**src/rtl/mp_adder_ctrl_pkg.sv**
```systemverilog
// Shared types and encodings for the Montgomery adder sequencer (package mp_pkg).
package mp_pkg;

  typedef enum logic [2:0] {
    ST_IDLE    = 3'd0,
    ST_ADD_B   = 3'd1,
    ST_SHIFT   = 3'd2,
    ST_RESOLVE = 3'd3,
    ST_SUB     = 3'd4,
    ST_DONE    = 3'd5
  } state_t;

  localparam logic [1:0] ADDEND_ZERO = 2'd0;
  localparam logic [1:0] ADDEND_B    = 2'd1;
  localparam logic [1:0] ADDEND_M    = 2'd2;
  localparam logic [1:0] ADDEND_NEGM = 2'd3;

  // bit3 set freezes the datapath chunk carry chain
  localparam logic [3:0] CHUNK_IDLE = 4'd8;

  localparam int N_CHUNKS_DEF = 5;

endpackage

```
**src/rtl/mp_chunk_counter.sv**
```systemverilog
// Ripple-chunk index for the carry resolve and modulus-subtract passes; wraps after the last chunk.
module mp_chunk_counter
  import mp_pkg::*;
#(
  parameter int N_CHUNKS = N_CHUNKS_DEF,
  parameter int CW       = 3
) (
  input  logic          i_clk,
  input  logic          i_reset,
  input  logic          i_clr,
  input  logic          i_adv,
  output logic [CW-1:0] o_chunk,
  output logic          o_last
);

  logic [CW-1:0] r_chunk;

  assign o_chunk = r_chunk;
  assign o_last  = (r_chunk == CW'(N_CHUNKS - 1));

  always_ff @(posedge i_clk or posedge i_reset) begin
    if (i_reset) begin
      r_chunk <= '0;
    end else if (i_clr) begin
      r_chunk <= '0;
    end else if (i_adv) begin
      r_chunk <= o_last ? '0 : r_chunk + 1'b1;
    end
  end

endmodule

```
**src/rtl/mp_adder_ctrl.sv**
```systemverilog
// Sequencer for the carry-save Montgomery adder: bit-serial loop, chunked resolve, modulus subtract.
// Define MP_ADDER_CTRL_SKIP_ZERO_EN to skip ADD_B for zero multiplier bits (not constant time).
//
//   state   | meaning
//   IDLE    | waiting for start
//   ADD_B   | C <= C + (a[i] ? B : 0)
//   SHIFT   | C <= (C + (c_zero ? M : 0)) >> 1, next bit
//   RESOLVE | propagate carries chunk by chunk
//   SUB     | subtract M chunk by chunk until datapath reports done
//   DONE    | one-cycle done pulse
module mp_adder_ctrl
  import mp_pkg::*;
#(
  parameter int N_BITS   = 512,
  parameter int N_CHUNKS = N_CHUNKS_DEF,
  parameter int MAX_SUB  = 3
) (
  input  logic              i_clk,
  input  logic              i_reset,
  input  logic              i_start,
  input  logic [N_BITS-1:0] i_a_op,
  input  logic              i_c_zero,
  input  logic              i_sub_done,
  output logic              o_enable_c,
  output logic              o_shift,
  output logic              o_subtract,
  output logic [3:0]        o_chunk_sel,
  output logic [1:0]        o_addend_sel,
  output logic              o_busy,
  output logic              o_done,
  output logic              o_err
);

  localparam int BW = $clog2(N_BITS);
  localparam int SW = $clog2(MAX_SUB + 1);
  localparam int CW = 3;
`ifdef MP_ADDER_CTRL_SKIP_ZERO_EN
  localparam bit SKIP_ZERO = 1'b1;
`else
  localparam bit SKIP_ZERO = 1'b0;
`endif

  state_t            r_state;
  state_t            w_state_nxt;
  logic [N_BITS-1:0] r_a_sr;
  logic [BW-1:0]     r_bit_cnt;
  logic [SW-1:0]     r_sub_cnt;
  logic              r_err;
  logic [CW-1:0]     w_chunk;
  logic              w_chunk_last;
  logic              w_chunk_adv;
  logic              w_bit_last;
  logic              w_sub_limit;

  assign w_bit_last  = (r_bit_cnt == BW'(N_BITS - 1));
  assign w_sub_limit = (r_sub_cnt == SW'(MAX_SUB - 1));
  assign w_chunk_adv = (r_state == ST_RESOLVE) || (r_state == ST_SUB);

  mp_chunk_counter #(
    .N_CHUNKS (N_CHUNKS),
    .CW       (CW)
  ) u_chunk (
    .i_clk   (i_clk),
    .i_reset (i_reset),
    .i_clr   (!w_chunk_adv),
    .i_adv   (w_chunk_adv),
    .o_chunk (w_chunk),
    .o_last  (w_chunk_last)
  );

  always_ff @(posedge i_clk or posedge i_reset) begin
    if (i_reset) begin
      r_state   <= ST_IDLE;
      r_a_sr    <= '0;
      r_bit_cnt <= '0;
      r_sub_cnt <= '0;
      r_err     <= 1'b0;
    end else begin
      r_state <= w_state_nxt;
      case (r_state)
        ST_IDLE: begin
          if (i_start) begin
            r_a_sr    <= i_a_op;
            r_bit_cnt <= '0;
            r_sub_cnt <= '0;
            r_err     <= 1'b0;
          end
        end
        ST_SHIFT: begin
          if (!w_bit_last) begin
            r_a_sr    <= r_a_sr >> 1;
            r_bit_cnt <= r_bit_cnt + 1'b1;
          end
        end
        ST_SUB: begin
          if (w_chunk_last && !i_sub_done) begin
            r_sub_cnt <= r_sub_cnt + 1'b1;
            if (w_sub_limit) r_err <= 1'b1;
          end
        end
        default: ;
      endcase
    end
  end

  always_comb begin
    w_state_nxt  = r_state;
    o_enable_c   = 1'b0;
    o_shift      = 1'b0;
    o_subtract   = 1'b0;
    o_chunk_sel  = CHUNK_IDLE;
    o_addend_sel = ADDEND_ZERO;
    o_done       = 1'b0;
    case (r_state)
      ST_IDLE: begin
        if (i_start) w_state_nxt = (SKIP_ZERO && !i_a_op[0]) ? ST_SHIFT : ST_ADD_B;
      end
      ST_ADD_B: begin
        o_enable_c   = 1'b1;
        o_addend_sel = r_a_sr[0] ? ADDEND_B : ADDEND_ZERO;
        w_state_nxt  = ST_SHIFT;
      end
      ST_SHIFT: begin
        // c_zero reflects the ADD_B result, so this select is combinational on it
        o_shift      = 1'b1;
        o_addend_sel = i_c_zero ? ADDEND_M : ADDEND_ZERO;
        if (w_bit_last)                   w_state_nxt = ST_RESOLVE;
        else if (SKIP_ZERO && !r_a_sr[1]) w_state_nxt = ST_SHIFT;
        else                              w_state_nxt = ST_ADD_B;
      end
      ST_RESOLVE: begin
        o_chunk_sel = {1'b0, w_chunk};
        if (w_chunk_last) w_state_nxt = ST_SUB;
      end
      ST_SUB: begin
        o_subtract   = 1'b1;
        o_addend_sel = ADDEND_NEGM;
        o_chunk_sel  = {1'b0, w_chunk};
        if (w_chunk_last && (i_sub_done || w_sub_limit)) w_state_nxt = ST_DONE;
      end
      ST_DONE: begin
        o_done      = 1'b1;
        w_state_nxt = ST_IDLE;
      end
      default: w_state_nxt = ST_IDLE;
    endcase
  end

  assign o_busy = (r_state != ST_IDLE);
  assign o_err  = r_err;

endmodule

```
**config.mk**
```make
export PLATFORM = sky130hd
export DESIGN_NAME = mp_adder_ctrl
export DESIGN_NICKNAME = d
export VERILOG_FILES = /design/src/rtl/mp_adder_ctrl_pkg.sv /design/src/rtl/mp_chunk_counter.sv /design/src/rtl/mp_adder_ctrl.sv
export SDC_FILE = /design/constraint.sdc
export NUM_CORES = 2
export LEC_CHECK = 0
export CAP_MARGIN = 5
export CORE_UTILIZATION = 35
export DETAILED_ROUTE_END_ITERATION = 10
export GPL_TIMING_DRIVEN = 0
export PLACE_DENSITY = 0.58
export SLEW_MARGIN = 20
export SYNTH_ARGS = -nofsm -noshare
export SYNTH_HDL_FRONTEND = slang
export SYNTH_SLANG_ARGS = --single-unit
```
**constraint.sdc**
```tcl
create_clock -name i_clk -period 52.5 [get_ports i_clk]
set_input_delay 10.5 -clock i_clk [delete_from_list [all_inputs] [get_ports i_clk]]
set_output_delay 10.5 -clock i_clk [all_outputs]
set_load 0.02 [all_outputs]
```
After elaboration in Yosys (flattened, before gate mapping). Cells that the tools add are included.

Register bits: 530. Bits of input ports: 517.

Add/subtract/negate cells: 3. Equal/unequal tests: 14. Multiplexer cells: 28. Reduce and logical (&&, ||, !) cells: 14.

Operators by type and width (number): $mux W512 (2); $pmux W512 S2 (1); $mux W9 (2); $pmux W9 S2 (1); $mux W3 (5); $pmux W3 S5 (1); $add A9 B1 Y9 const B (1); $eq A3 B3 Y1 const B (3); $eq A9 B9 Y1 const B (1); $reduce_and A3 Y1 (3); $mux W1 (8); $mux W2 (4); $eq A3 B2 Y1 const B (2); $ne A2 B1 Y1 const B (3); $ne A2 B2 Y1 const B (3); $pmux W2 S3 (1); $mux W4 (1); $pmux W2 S2 (1); $reduce_and A4 Y1 (1); $reduce_bool A2 Y1 (2); $add A3 B1 Y3 const B (1); $eq A3 B1 Y1 const B (1); $logic_not A3 Y1 (1); $reduce_bool A3 Y1 (1); other kinds (7) (9).

Longest topological paths before layout.
Depth in word-level cells: 5. Mapped depth: 11.

Modules after synthesis. Synthesis repeated with hierarchy kept, for this count alone.

Cells, all modules: 1775. Area, all modules: 26290.2 µm².

By module, submodules not included: mp_adder_ctrl (times used 1, cells each 1757, area each 26116.3 µm², seq. area each 13187.6 µm²); mp_chunk_counter (times used 1, cells each 18, area each 173.9 µm², seq. area each 75.1 µm²).

Least setup slack after synthesis. OpenSTA, ideal clock, no wires.

Path kind: input -> output. Start: in i_c_zero. End: out o_addend_sel[1]. Data arrival time: 10697 ps. Required time: 42000 ps. Setup slack: 31303 ps. Stages on the path: 2. Path buffers: 0. Cells stage by stage: nand2_1 > nand2_1.

Longest elaborated chain between the ends: 2.

Ends and longest elaborated chain: start, declared (RTL line mp_adder_ctrl.sv:22) `input logic i_c_zero,`; $mux W2 (RTL line mp_adder_ctrl.sv:126) `o_addend_sel = i_c_zero ? ADDEND_M : ADDEND_ZERO;`; $pmux W2 S3 (RTL line mp_adder_ctrl.sv:114) `case (r_state)`; end, declared (RTL line mp_adder_ctrl.sv:28) `output logic [1:0] o_addend_sel,`.

Every way passes these cells.

Final worst setup path. Ends and elaborated chain as after synthesis.

==> impl_metrics.json <==
{
  "switching_share": 0.291,
  "routedWlPerCell_um": 19.9,
  "yosysWarnings": 0,
  "holdBufCountCts": 0,
  "combPwrFrac": 0.464,
  "ys_dominant_reg_cell": "dfrtp_1",
  "synth_nets": 2290,
  "routed_wl_um": 69100,
  "critical_path_arrival_ps": 11670,
  "avgSynthCellArea_um2": 15.7,
  "clk_path_buf_depth": 3,
  "crit_fanout": 1,
  "final_hold_viol_count": 0,
  "cts.sinks": 530,
  "first_global_vias": 18368,
  "synth-async-reset-ratio": 1.00,
  "cts_tree": "done",
  "path_class": "in -> out",
  "dp_hpwl_um": 50000,
  "gr-usage-met2": 0.286,
  "p_int_mw": 1.58,
  "setup_viol": 0,
  "die-area_mm2": 0.0803,
  "viasPerCell": 4.73,
  "p_total_mw": 2.23,
  "worst_hold_path_type": "reg -> reg",
  "first_pass_iters": 4,
  "clk_latency_ps": 600,
  "drive_above_1_share": 0.494,
  "synthTopCellsByCount": "mux2_2 (616), dfrtp_1 (530), mux2_4 (345)",
  "p_sw_mw": 0.650,
  "num_vias": 16389,
  "synth_top_area_share": 0.479,
  "num-fill-cells": 6801,
  "fin_crit_sh": 0.422,
  "startpoint_type": "input pin",
  "die_w_um": 283,
  "drv_slew": 0,
  "critPathCaptureType": "output port",
  "finish.utilization": 0.471,
  "clk_pin_slew_worst_paths_ps": 50,
  "seq_area_frac_synth": 0.479,
  "postCtsSetupBuffers": 0,
  "p_leak_nw": 15.6,
  "cp.required_ps": 42000,
  "start_util": 0.356,
  "skew_ps": 33.5,
  "ant_nets": 0,
  "drv_cap": 0,
  "synth.cell_area_mm2": 0.0277,
  "path_cells": "clkdlybuf4s50_1 > nand2_1 > nand2_1 > clkdlybuf4s50_1",
  "core_area_mm2": 0.0778,
  "yosysTopAreaCell": "dfrtp_1",
  "fin_nets": 2893,
  "grt_pass1_wl_um": 109000,
  "critPathSlowestCell": "clkdlybuf4s50_1",
  "rrSetupSlack_ps": 49780,
  "postSynthCellCount": 1768,
  "rsz0062_at_grt": "false",
  "yosys-top-cells-area": "dfrtp_1 (48%), mux2_2 (25%), mux2_4 (19%), mux2_1 (2.5%), buf_8 (1.6%)",
  "ys_ff_latch": 530,
  "fin_crit_ps": 22170,
  "first_iter_violations": 537,
  "status": "finished clean",
  "htree_levels": 3,
  "seq_power_share": 0.329,
  "met1_usage": 0.212,
  "slew_headroom": 0.431,
  "vdd_ir_drop_max_mv": 0.0280,
  "synth_edf_count": 0,
  "antenna_found_initial": 25,
  "worst_slew_pin_slew_ps": 842,
  "cts_resized": 0,
  "area_growth_pct": 32.5,
  "grt.busiest_layer": "met2",
  "slowest_delay_ps": 600,
  "grt_max_degree": 101,
  "ios": 529,
  "overflow": 0,
  "die_h_um": 283,
  "track_usage": 0.173,
  "place.gp.congestion": 0.796,
  "num_rows": 102,
  "clkPwrFrac": 0.207,
  "p_per_area_mw_per_mm2": 60.9,
  "synth.most_common_cell": "mux2_2",
  "max_freq_ghz": 0.0451,
  "tns_ps": 0,
  "use_met3": 0.0589,
  "port_buffers": 528,
  "cts_made_buffers": 67,
  "drc": 0,
  "ys_types": 46,
  "root_buffer": "clkbuf_16"
}
==> worst paths after layout <==
check	endpoint	cells past startpoint	from
max in group asynchronous	r_a_sr[242]	5	i_reset
worst min-delay path	u_chunk.o_chunk[0]	1	u_chunk.o_chunk[0]
worst max register to register	r_a_sr[497]	11	r_bit_cnt[1]
worst min register to register	u_chunk.o_chunk[0]	1	u_chunk.o_chunk[0]
worst max-delay path	o_addend_sel[1]	4	i_c_zero
min in group asynchronous	r_a_sr[16]	2	i_reset
==> registers in the layout, indices dropped and copies added (netlist names) <==
| register | cells |
|---|---|
| r_a_sr | 512 |
| u_chunk.o_chunk | 3 |
| r_sub_cnt | 2 |
| o_err | 1 |
| r_state | 3 |
| r_bit_cnt | 9 |
==> layout by cell type (no fill, tap or decap), types with 3 or more instances in the layout <==
cell,n
a21oi_1,7
and3_1,3
buf_12,3
buf_16,6
buf_2,64
buf_4,13
buf_6,8
buf_8,30
bufinv_16,3
clkbuf_1,15
clkbuf_16,69
clkbuf_8,17
clkdlybuf4s50_1,528
clkinv_2,7
clkinv_8,4
dfrtp_1,530
diode_2,8
ha_1,5
inv_1,13
mux2_1,61
mux2_2,616
mux2_4,345
mux2i_1,3
nand2_1,13
nand3_1,3
nor2_1,4
nor3_1,3
o21ai_0,4
or3_1,3
==> critical path, delay by kind of cell <==
kind	cells	cell delay [ps]
simple gates	2	120
buf+inv	2	1060
==> cell type report <==
type                            instances  area, um^2  area share
Multi-Input combinational cell       1104       13400       0.364
Sequential cell                       530       13300       0.361
Timing Repair Buffer                  534        5450       0.149
Clock buffer                           99        2010      0.0548
Tap cell                             1040        1300      0.0355
Buffer                                120        1030      0.0280
Clock inverter                         16         208     0.00566
Inverter                               14        60.1     0.00164
Antenna cell                            8        20.0    0.000545
==> cell families (layout without fill, tap and decap cells) <==
group | count (synthesis) | in the layout | share of synthesized area
buffers and inverters | 134 | 783 | 0.0389
and+or+nand+nor | 46 | 46 | 0.00957
muxes | 1025 | 1025 | 0.463
AOI/OAI and AO/OA | 27 | 27 | 0.00696
other | 0 | 8 | 0
DFF | 530 | 530 | 0.479
xor gates and xnor gates | 1 | 1 | 0.000316
adders and majority gates | 5 | 5 | 0.00226
==> through the flow <==
stage	std cells	worst slack, ps	hold slack [ps]	instance area, um^2
2_1_floorplan	1768	27190	432	27700
3_3_place_gp	3336	20140	449	34300
3_5_place_dp	3342	30330	459	34500
4_1_cts	3457	30320	470	36700
5_1_grt	3461	30280	483	36700
6_report	3465	30330	468	36700
==> power groups by stage <==
stage | clock network [mW] | logic [mW] | registers [mW]
floorplan | 0 | 0.879 | 0.702
global placement | 0 | 1.02 | 0.733
detailed placement | 0 | 1.04 | 0.738
CTS | 0.480 | 1.05 | 0.735
global route | 0.495 | 1.11 | 0.763
finish | 0.464 | 1.04 | 0.735
==> metal layers <==
metal | routed length, um | vias to the layer above
li1 | - | 7631
met1 | 28900 | 8220
met2 | 33300 | 372
met3 | 4950 | 136
met4 | 1690 | 30
met5 | 171 | -
No activity file was read; power rests on OpenSTA's default activity.
